<file path="src/rtl/burst_sched_pkg.sv">
// ---------------------------------------------------------------------------
// burst_sched_pkg
// Shared types and helpers for burst_priority_scheduler and rr_picker.
//   state_t        : scheduler FSM states (ST_IDLE, ST_GRANT, ST_GAP)
//   MAX_N          : widest requester vector supported (16)
//   lowest_onehot  : isolates the lowest set bit of a vector (0 stays 0)
// ---------------------------------------------------------------------------
package burst_sched_pkg;

    localparam int MAX_N = 16;

    typedef enum logic [1:0] {
        ST_IDLE  = 2'd0,
        ST_GRANT = 2'd1,
        ST_GAP   = 2'd2
    } state_t;

    // Two's-complement trick: v & -v keeps only the least significant one.
    function automatic logic [MAX_N-1:0] lowest_onehot(input logic [MAX_N-1:0] v);
        return v & (~v + MAX_N'(1));
    endfunction

endpackage

</file>
<file path="src/rtl/burst_priority_scheduler_rr_picker.sv">
// ---------------------------------------------------------------------------
// rr_picker
// Combinational rotating priority encoder.
//   req  [N] : candidate requests
//   last [N] : one-hot position of the previous round-robin winner
//   pick [N] : one-hot first set req bit searching upward from last+1 with
//              wrap; zero when req is zero
// ---------------------------------------------------------------------------
module rr_picker
    import burst_sched_pkg::*;
#(
    parameter int N = 4
) (
    input  logic [N-1:0] req,
    input  logic [N-1:0] last,
    output logic [N-1:0] pick
);

    // above[i] is set for every position strictly above the last winner.
    logic [N-1:0] above;
    logic [N-1:0] upper;
    logic         unused_last_top;

    assign above[0] = 1'b0;

    generate
        for (genvar gi = 1; gi < N; gi++) begin : g_above
            assign above[gi] = |last[gi-1:0];
        end
    endgenerate

    // The top position has nothing above it, so it never widens the mask.
    assign unused_last_top = last[N-1];

    assign upper = req & above;

    // Requests above the last winner win first; otherwise wrap to the
    // lowest request overall (which may be the last winner itself).
    assign pick = (upper != '0) ? N'(lowest_onehot(MAX_N'(upper)))
                                : N'(lowest_onehot(MAX_N'(req)));

endmodule

</file>
<file path="src/rtl/burst_priority_scheduler.sv">
// ---------------------------------------------------------------------------
// burst_priority_scheduler
// Shares one resource between N requesters. The requester selected by the
// one-hot priv vector wins arbitration when it requests; the others are
// served round-robin. A grant lasts for a whole burst and ends on done, on
// the owner dropping req, or after MAX_HOLD cycles. Every burst is followed
// by one GAP turnaround cycle.
//
// Parameters: N (2..16), MAX_HOLD (1..255), STARVE_LIMIT (>=1)
// Ports:
//   clk      in  : rising-edge clock
//   reset    in  : synchronous active-high reset
//   req      in  : per-requester request level [N]
//   priv     in  : priority requester select, lowest set bit used [N]
//   done     in  : end of current burst, looked at only in GRANT
//   grant    out : registered one-hot grant [N]
//   vld      out : |grant
//   timeout  out : one-cycle pulse after a burst cut off purely by MAX_HOLD
//
// Build option: define BURST_SCHED_STARVE_GUARD_EN to add a starve counter
// that forces one round-robin arbitration after STARVE_LIMIT consecutive
// priv wins taken while other requesters were waiting.
// ---------------------------------------------------------------------------
module burst_priority_scheduler
    import burst_sched_pkg::*;
#(
    parameter int N            = 4,
    parameter int MAX_HOLD     = 8,
    parameter int STARVE_LIMIT = 3
) (
    input  logic         clk,
    input  logic         reset,
    input  logic [N-1:0] req,
    input  logic [N-1:0] priv,
    input  logic         done,
    output logic [N-1:0] grant,
    output logic         vld,
    output logic         timeout
);

    localparam int HOLD_W = $clog2(MAX_HOLD + 1);

    state_t              state_reg,   state_next;
    logic [N-1:0]        grant_reg,   grant_next;
    logic [N-1:0]        last_reg,    last_next;
    logic [HOLD_W-1:0]   hold_reg,    hold_next;
    logic                timeout_reg, timeout_next;

    logic [N-1:0]        priv_oh;
    logic [N-1:0]        priv_hit;
    logic [N-1:0]        others;
    logic [N-1:0]        rr_pick;
    logic                use_priv;
    logic                owner_drop;
    logic                at_limit;

    // A multi-hot priv is reduced to its lowest bit; zero means no priority.
    assign priv_oh  = N'(lowest_onehot(MAX_N'(priv)));
    assign priv_hit = req & priv_oh;
    // When priv is not requesting this equals req, so one picker serves both
    // the plain round-robin case and the starve-guard override.
    assign others   = req & ~priv_oh;

    rr_picker #(
        .N (N)
    ) u_rr_picker (
        .req  (others),
        .last (last_reg),
        .pick (rr_pick)
    );

`ifdef BURST_SCHED_STARVE_GUARD_EN
    localparam int STARVE_W = $clog2(STARVE_LIMIT + 1);

    logic [STARVE_W-1:0] starve_reg, starve_next;
    logic                starve_block;

    assign starve_block = (starve_reg == STARVE_W'(STARVE_LIMIT));
    // Priv is skipped only if someone else is actually waiting; otherwise it
    // still gets the resource rather than leaving it idle.
    assign use_priv     = (priv_hit != '0) && !(starve_block && (others != '0));

    always_comb begin
        starve_next = starve_reg;
        if (state_reg == ST_IDLE && req != '0) begin
            if (!use_priv) begin
                starve_next = '0;
            end else if (others != '0 && !starve_block) begin
                starve_next = starve_reg + STARVE_W'(1);
            end
        end
    end

    always_ff @(posedge clk) begin
        if (reset) begin
            starve_reg <= '0;
        end else begin
            starve_reg <= starve_next;
        end
    end
`else
    logic unused_starve_cfg;

    assign use_priv          = (priv_hit != '0);
    assign unused_starve_cfg = ^32'(STARVE_LIMIT);
`endif

    assign owner_drop = ((req & grant_reg) == '0);
    assign at_limit   = (hold_reg == HOLD_W'(MAX_HOLD - 1));

    always_comb begin
        state_next   = state_reg;
        grant_next   = grant_reg;
        last_next    = last_reg;
        hold_next    = hold_reg;
        timeout_next = 1'b0;

        case (state_reg)
            ST_IDLE: begin
                grant_next = '0;
                if (req != '0) begin
                    grant_next = use_priv ? priv_hit : rr_pick;
                    // Only round-robin wins move the rotation pointer.
                    if (!use_priv) begin
                        last_next = rr_pick;
                    end
                    hold_next  = '0;
                    state_next = ST_GRANT;
                end
            end

            ST_GRANT: begin
                if (done || owner_drop || at_limit) begin
                    grant_next   = '0;
                    state_next   = ST_GAP;
                    // Pulse only when the hold limit alone ended the burst.
                    timeout_next = at_limit && !done && !owner_drop;
                end else begin
                    hold_next = hold_reg + HOLD_W'(1);
                end
            end

            ST_GAP: begin
                grant_next = '0;
                state_next = ST_IDLE;
            end

            default: begin
                grant_next = '0;
                state_next = ST_IDLE;
            end
        endcase
    end

    always_ff @(posedge clk) begin
        if (reset) begin
            state_reg   <= ST_IDLE;
            grant_reg   <= '0;
            // Last winner at the top bit so the first search starts at bit 0.
            last_reg    <= {1'b1, {(N-1){1'b0}}};
            hold_reg    <= '0;
            timeout_reg <= 1'b0;
        end else begin
            state_reg   <= state_next;
            grant_reg   <= grant_next;
            last_reg    <= last_next;
            hold_reg    <= hold_next;
            timeout_reg <= timeout_next;
        end
    end

    assign grant   = grant_reg;
    assign vld     = |grant_reg;
    assign timeout = timeout_reg;

endmodule

</file>
<file path="config.mk">
export PLATFORM = sky130hd
export DESIGN_NAME = burst_priority_scheduler
export DESIGN_NICKNAME = d
export VERILOG_FILES = /design/src/rtl/burst_sched_pkg.sv /design/src/rtl/burst_priority_scheduler_rr_picker.sv /design/src/rtl/burst_priority_scheduler.sv
export SDC_FILE = /design/constraint.sdc
export NUM_CORES = 1
export LEC_CHECK = 0
export CAP_MARGIN = 10
export CORE_MARGIN = 3
export CORE_UTILIZATION = 50
export CTS_BUF_LIST = sky130_fd_sc_hd__clkbuf_4
export DETAILED_ROUTE_END_ITERATION = 10
export PLACE_DENSITY = 0.83
export SETUP_SLACK_MARGIN = 0.05
export SLEW_MARGIN = 15
export SYNTH_ARGS = -nofsm -noshare
export SYNTH_HDL_FRONTEND = slang
export SYNTH_SLANG_ARGS = --single-unit
export TNS_END_PERCENT = 30
</file>
<file path="constraint.sdc">
create_clock -name clk -period 2.7 [get_ports clk]
set_clock_uncertainty 0.2 [all_clocks]
set_input_delay 0.54 -clock clk [delete_from_list [all_inputs] [get_ports clk]]
set_output_delay 0.54 -clock clk [all_outputs]
set_load 0.005 [all_outputs]
</file>
# Word level (Yosys, flattened, before mapping)
# Cells that the tools add are included.
[classes] add_sub_neg=4 eq_ne=5 muxes=11 n_bitwise=14 reduce_logical=19
[op_table] op="bitwise AND 4 bit" n=7
[op_table] op="two-way mux 4 bit" n=6
[op_table] op="adder 4 x 1 -> 4 bit (second input constant)" n=4
[op_table] op="NOT 4 bit" n=4
[op_table] op="case mux 4 bit (2 select lines)" n=2
[op_table] op="nonzero test 4 bit" n=3
[op_table] op="inequality test 2 bit (second input constant)" n=3
[op_table] op="AND reduction 3 bit" n=2
[op_table] op="OR reduction 3 bit" n=2
[op_table] op="== test 4 x 3 -> 1 bit (second input constant)" n=1
[op_table] op="logical NOT 4 bit" n=1
[op_table] op="two-way mux 2 bit" n=2
[op_table] op="case mux 2 bit (2 select lines)" n=1
[op_table] op="OR reduction 4 bit" n=1
[op_table] op="NOT 1 bit" n=3
[op_table] op="== test 2 x 1 -> 1 bit (second input constant)" n=1
[op_table] op="logical AND 1 bit" n=2
[op_table] op="logical NOT 1 bit" n=2
[op_table] op="logical NOT 2 bit" n=1
[op_table] op="logical OR 1 bit" n=2
[op_table] op="AND reduction 2 bit" n=1
[op_table] op="nonzero test 2 bit" n=1
[op_table] op="OR reduction 2 bit" n=1
[word_totals] ff_bits=14 inputBits=11 wordCells=58

# Depth between registers and ports, before layout
# Gate-level depths: netlist (run 1).
[depth] ltp_word=13 mapped_depth=6 ltp_nobuf=5

# Hierarchy
# Synthesis (run 1) repeated with hierarchy kept, for this count alone.
[hier_totals] cells_unflattened=111 hier_area_um2=967.2
[by_module_without_submodules] mod="burst_priority_scheduler" n_inst=1 cells_each=93 area_each_um2=854.6
[by_module_without_submodules] mod="rr_picker" n_inst=1 cells_each=18 area_each_um2=112.6

# Worst setup path after synthesis (run 1)
# No wires, ideal clock.
[synth_timing] path_kind="input to register" from="in priv[1]" to="reg grant_reg[1] (netlist: grant[1])" setup_time_ns=0.129 arrival_time_ns=1.747 t_required_ns=2.371 setup_slack_ns=0.625 cell_stages=5 n_path_buf=0 cell_sequence="or4b_4 > or2_0 > nor3b_4 > a221oi_2 > nor2_1"
[synth_between] elab_chain_cells=13
[synth_rtl] element="from (decl)" line="burst_priority_scheduler.sv:34" text="input logic [N-1:0] priv,"
[synth_rtl] element="NOT 4 bit" line="burst_sched_pkg.sv:20" text="return v & (~v + MAX_N'(1));"
[synth_rtl] element="adder 4 x 1 -> 4 bit" line="burst_sched_pkg.sv:20"
[synth_rtl] element="bitwise AND 4 bit *" line="burst_sched_pkg.sv:20"
[synth_rtl] element="NOT 4 bit" line="burst_priority_scheduler.sv:62" text="assign others = req & ~priv_oh;"
[synth_rtl] element="bitwise AND 4 bit" line="burst_priority_scheduler.sv:62"
[synth_rtl] element="bitwise AND 4 bit" line="burst_priority_scheduler_rr_picker.sv:35" text="assign upper = req & above;"
[synth_rtl] element="NOT 4 bit" line="burst_sched_pkg.sv:20"
[synth_rtl] element="adder 4 x 1 -> 4 bit" line="burst_sched_pkg.sv:20"
[synth_rtl] element="bitwise AND 4 bit" line="burst_sched_pkg.sv:20"
[synth_rtl] element="two-way mux 4 bit" line="burst_priority_scheduler_rr_picker.sv:39" text="assign pick = (upper != '0) ? N'(lowest_onehot(MAX_N'(upper)))"
[synth_rtl] element="two-way mux 4 bit *" line="burst_priority_scheduler.sv:122" text="grant_next = use_priv ? priv_hit : rr_pick;"
[synth_rtl] element="two-way mux 4 bit *" line="burst_priority_scheduler.sv:121" text="if (req != '0) begin"
[synth_rtl] element="case mux 4 bit (2 select lines) *" line="burst_priority_scheduler.sv:118" text="case (state_reg)"
[synth_rtl] element="to (signal assigned)" line="burst_priority_scheduler.sv:165" text="grant_reg <= grant_next;"
[synth_rtl] element="to (decl)" line="burst_priority_scheduler.sv:44" text="logic [N-1:0] grant_reg, grant_next;"
# Mark *: on every way between the ends. The rest lies on a longest branch, timed or not.
# A chain may end at the register's enable or synchronous reset.

# Worst setup path after layout (run 1)
[layout_timing] from="reg grant_reg[3] (netlist: grant[3])" to="out vld"
[layout_between] elab_chain_cells=1
[layout_rtl] element="OR reduction 4 bit" line="burst_priority_scheduler.sv:173" text="assign vld = |grant_reg;"
[layout_rtl] element="to (decl)" line="burst_priority_scheduler.sv:37" text="output logic vld,"
# No other way between the ends.

==> metrics.txt, run 1 <==
status finished, final reports clean; CP Class flop to primary output; Combinational Power Share 0.285; Worst Tran Pin Value approximately 0.48 ns; Layout Cells excl Fill around 140; H-tree levels 1; fmax between 400 and 500 MHz; cell with the largest stage delay on the worst path or4_1; top cell type's share of synthesized area 0.317; reg2reg start state_reg[1]; Synth Area in Adders 0.0141; Worst VDD drop approximately 440 uV; clock power share 0.247; largest family of logic cells by synthesized area simple AND/OR/NAND/NOR gates; mux share of post-synthesis cell area 0.0113; Synth Warn # 0; number of global-route vias before repair approximately 730; I/O Buffers 16; Initial DRC Count 25; pin count of the biggest net entering global routing 17; Tot GR Track Use 0.201; Seq/Total Area, Yosys 0.317; slew margin rel. 0.678; FILL cells around 130; Post-route DRC 0; total setup buffers inserted after CTS 0; initial antenna violation count 0; Final Setup Violations 0; Die Y-Extent 48.1 um; total number of vias ~850; Hold Path Class flop to flop; LEAKAGE 0.000422 uW; DR pass1 iterations 4; cell count after placement 134; Max Cap Viol 0; RD Place Congestion 0.885; Post-Route WL roughly 2000 um; Seq pwr share 0.468; Die ar. roughly 2300 um^2; top cell type by total area after synthesis dfxtp_1; RSZ-0062 raised after global routing false; post-CTS sizing 0; Core Box Area 1580 um^2; final critical-path required period between 2 and 2.5 ns; Post-Synth Simple-Gate Area 0.328; Async SR Flop Fraction 0; DP HPWL around 1600 um; Sw Ratio 0.288; routed length per placed instance approximately 14 um; total CTS buffers 3; element type at the critical path start flop; CP cell instances or4_1 -> clkdlybuf4s50_1; Nets around 140; Post-Synthesis Cell Area just under 900 um^2; Core Rows 14; clk_lat worst skew approximately 0.28 ns; Slew Limit Fails 0; DRT antenna net count 0; Hold Path Cell Cnt 2; first-pass GRT wire length around 3200 um; critical path startpoint grant[3]; GRT Residual Overflow 0; die width approximately 48 um; CP endpoint kind primary output; syn nets ~110; Power Dens Cells ~420 nW/um^2; FF-to-FF path depth 5; largest stage delay on the critical path slightly above 0.5 ns; DP Worst Slack 0.122 ns; clock sink count 14; post-synthesis average cell area between 9 and 10 um^2; Post-synth top flop dfxtp_1; post-synthesis compound-gate area fraction 0.276; CTS root buf clkbuf_4; area delta synth->final 28.4%; EDFF count, synth 0; Synth cell types 44; initial core utilization 0.561; Max clock buf depth 2; Final Hold Viols 0; worst-path fanout max 4; PnR worst setup slack about 0.38 ns; CP required ~2.0 ns; # IOs 17; register bit total from synthesis 14; drt via density between 6 and 7; Antenna Cells 0; layout cell share with drive strength beyond 1 0.180; period utilisation layout 0.858; hold wc startpoint hold_reg[1]; Int Power approximately 340 uW; Clk pin slew, worst setup/hold paths 0.08 ns; hold_buf cts 0; Fin Setup TNS 0 ns; top cells by area, synth dfxtp_1, nand3_1, a21oi_1, a221oi_2, o41ai_4; TritonCTS clock tree built; Synth Area in XOR/XNOR 0.0198; CP arrival around 1.6 ns; Switch Pwr approximately 140 uW; cells after synthesis 97
-- cells by family (layout without fill, tap and decap cells) --
family                   after synthesis  after routing
multiplexers                           1              1
XOR/XNOR                               2              2
flip-flops                            14             14
adder cells (fa/ha/maj)                1              1
buffers and inverters                  7             32
AO/OA/AOI/OAI                         28             28
AND/OR/NAND/NOR                       44             44
-- area by class of cell --
class                           instances  area, um^2  share of cell area
Multi-Input combinational cell         76         574               0.506
Sequential cell                        14         280               0.247
Timing Repair Buffer                   24         220               0.194
Clock buffer                            3        22.5              0.0198
Tap cell                               16        20.0              0.0176
Inverter                                4        15.0              0.0132
Clock inverter                          1        3.75             0.00330
-- synth_stat cells, types with 2 or more instances --
cell type and number:
a21oi_1 7, a221oi_2 2, a22oi_1 3, a32oi_1 2, clkbuf_1 2, dfxtp_1 14
inv_1 4, nand2_1 2, nand2b_1 2, nand3_1 8, nand3b_1 2, nor2_1 6
nor2b_1 4, nor3_1 2, nor3b_1 3, o21ai_0 2, o22ai_1 3, or2b_1 2
xor2_1 2
-- critical path: cells and delay by family, from the launching register on --
family | cells | cell delay (ns)
flops | 1 | 0.33
buf+inv | 1 | 0.45
simple gates | 1 | 0.51
-- placed cells by master, fill, tap and decap left out, types with 2 or more instances in the layout --
cell             instances
clkdlybuf4s50_1         16
dfxtp_1                 14
nand3_1                  8
buf_4                    8
a21oi_1                  7
nor2_1                   6
inv_1                    4
nor2b_1                  4
a22oi_1                  3
nor3b_1                  3
o22ai_1                  3
clkbuf_4                 3
nand3b_1                 2
or2b_1                   2
a221oi_2                 2
a32oi_1                  2
o21ai_0                  2
nand2_1                  2
nand2b_1                 2
xor2_1                   2
nor3_1                   2
-- path summary, 6_finish.rpt --
kind | to | slack, ns
setup reg to reg | last_reg[2] | 0.87
hold / removal | hold_reg[1] | 0.28
hold reg to reg | hold_reg[1] | 0.28
setup / recovery | vld | 0.38
-- through the flow --
step / total power (uW) / hold slack (ns) / cell area (um^2) / utilization
2_1_floorplan: 305 / 0.256 / 885 / -
3_3_place_gp: 361 / 0.273 / 1110 / 0.704
3_5_place_dp: 363 / 0.277 / 1110 / 0.704
4_1_cts: 482 / 0.289 / 1140 / 0.721
5_1_grt: 505 / 0.312 / 1140 / 0.721
6_report: 477 / 0.284 / 1140 / 0.721
-- routing by layer --
metal,track usage,part of all wire,vias up
met5,0,0,-
met4,0.0323,0.0030,0
met3,0.0789,0.058,2
met2,0.288,0.44,24
met1,0.289,0.50,392
li1,-,-,429
-- power by group through the flow --
stage          sequential (uW)  clock (uW)  combinational, uW
6_report                   223         118                136
5_1_grt                    225         132                148
4_1_cts                    223         123                135
3_5_place_dp               228           0                135
3_3_place_gp               228           0                133
2_1_floorplan              227           0               78.3
(Power assumes the default switching activity.)
==> inputs of run 2 (changes only) <==
--- a/config.mk
+++ b/config.mk
@@ -9,6 +9,7 @@
 export CORE_MARGIN = 3
 export CORE_UTILIZATION = 50
 export CTS_BUF_LIST = sky130_fd_sc_hd__clkbuf_4
+export CTS_CLUSTER_SIZE = 40
 export DETAILED_ROUTE_END_ITERATION = 10
 export PLACE_DENSITY = 0.83
 export SETUP_SLACK_MARGIN = 0.05
==> results of run 2 <==
Final layout, timing and power as in run 1 (identical DEF).
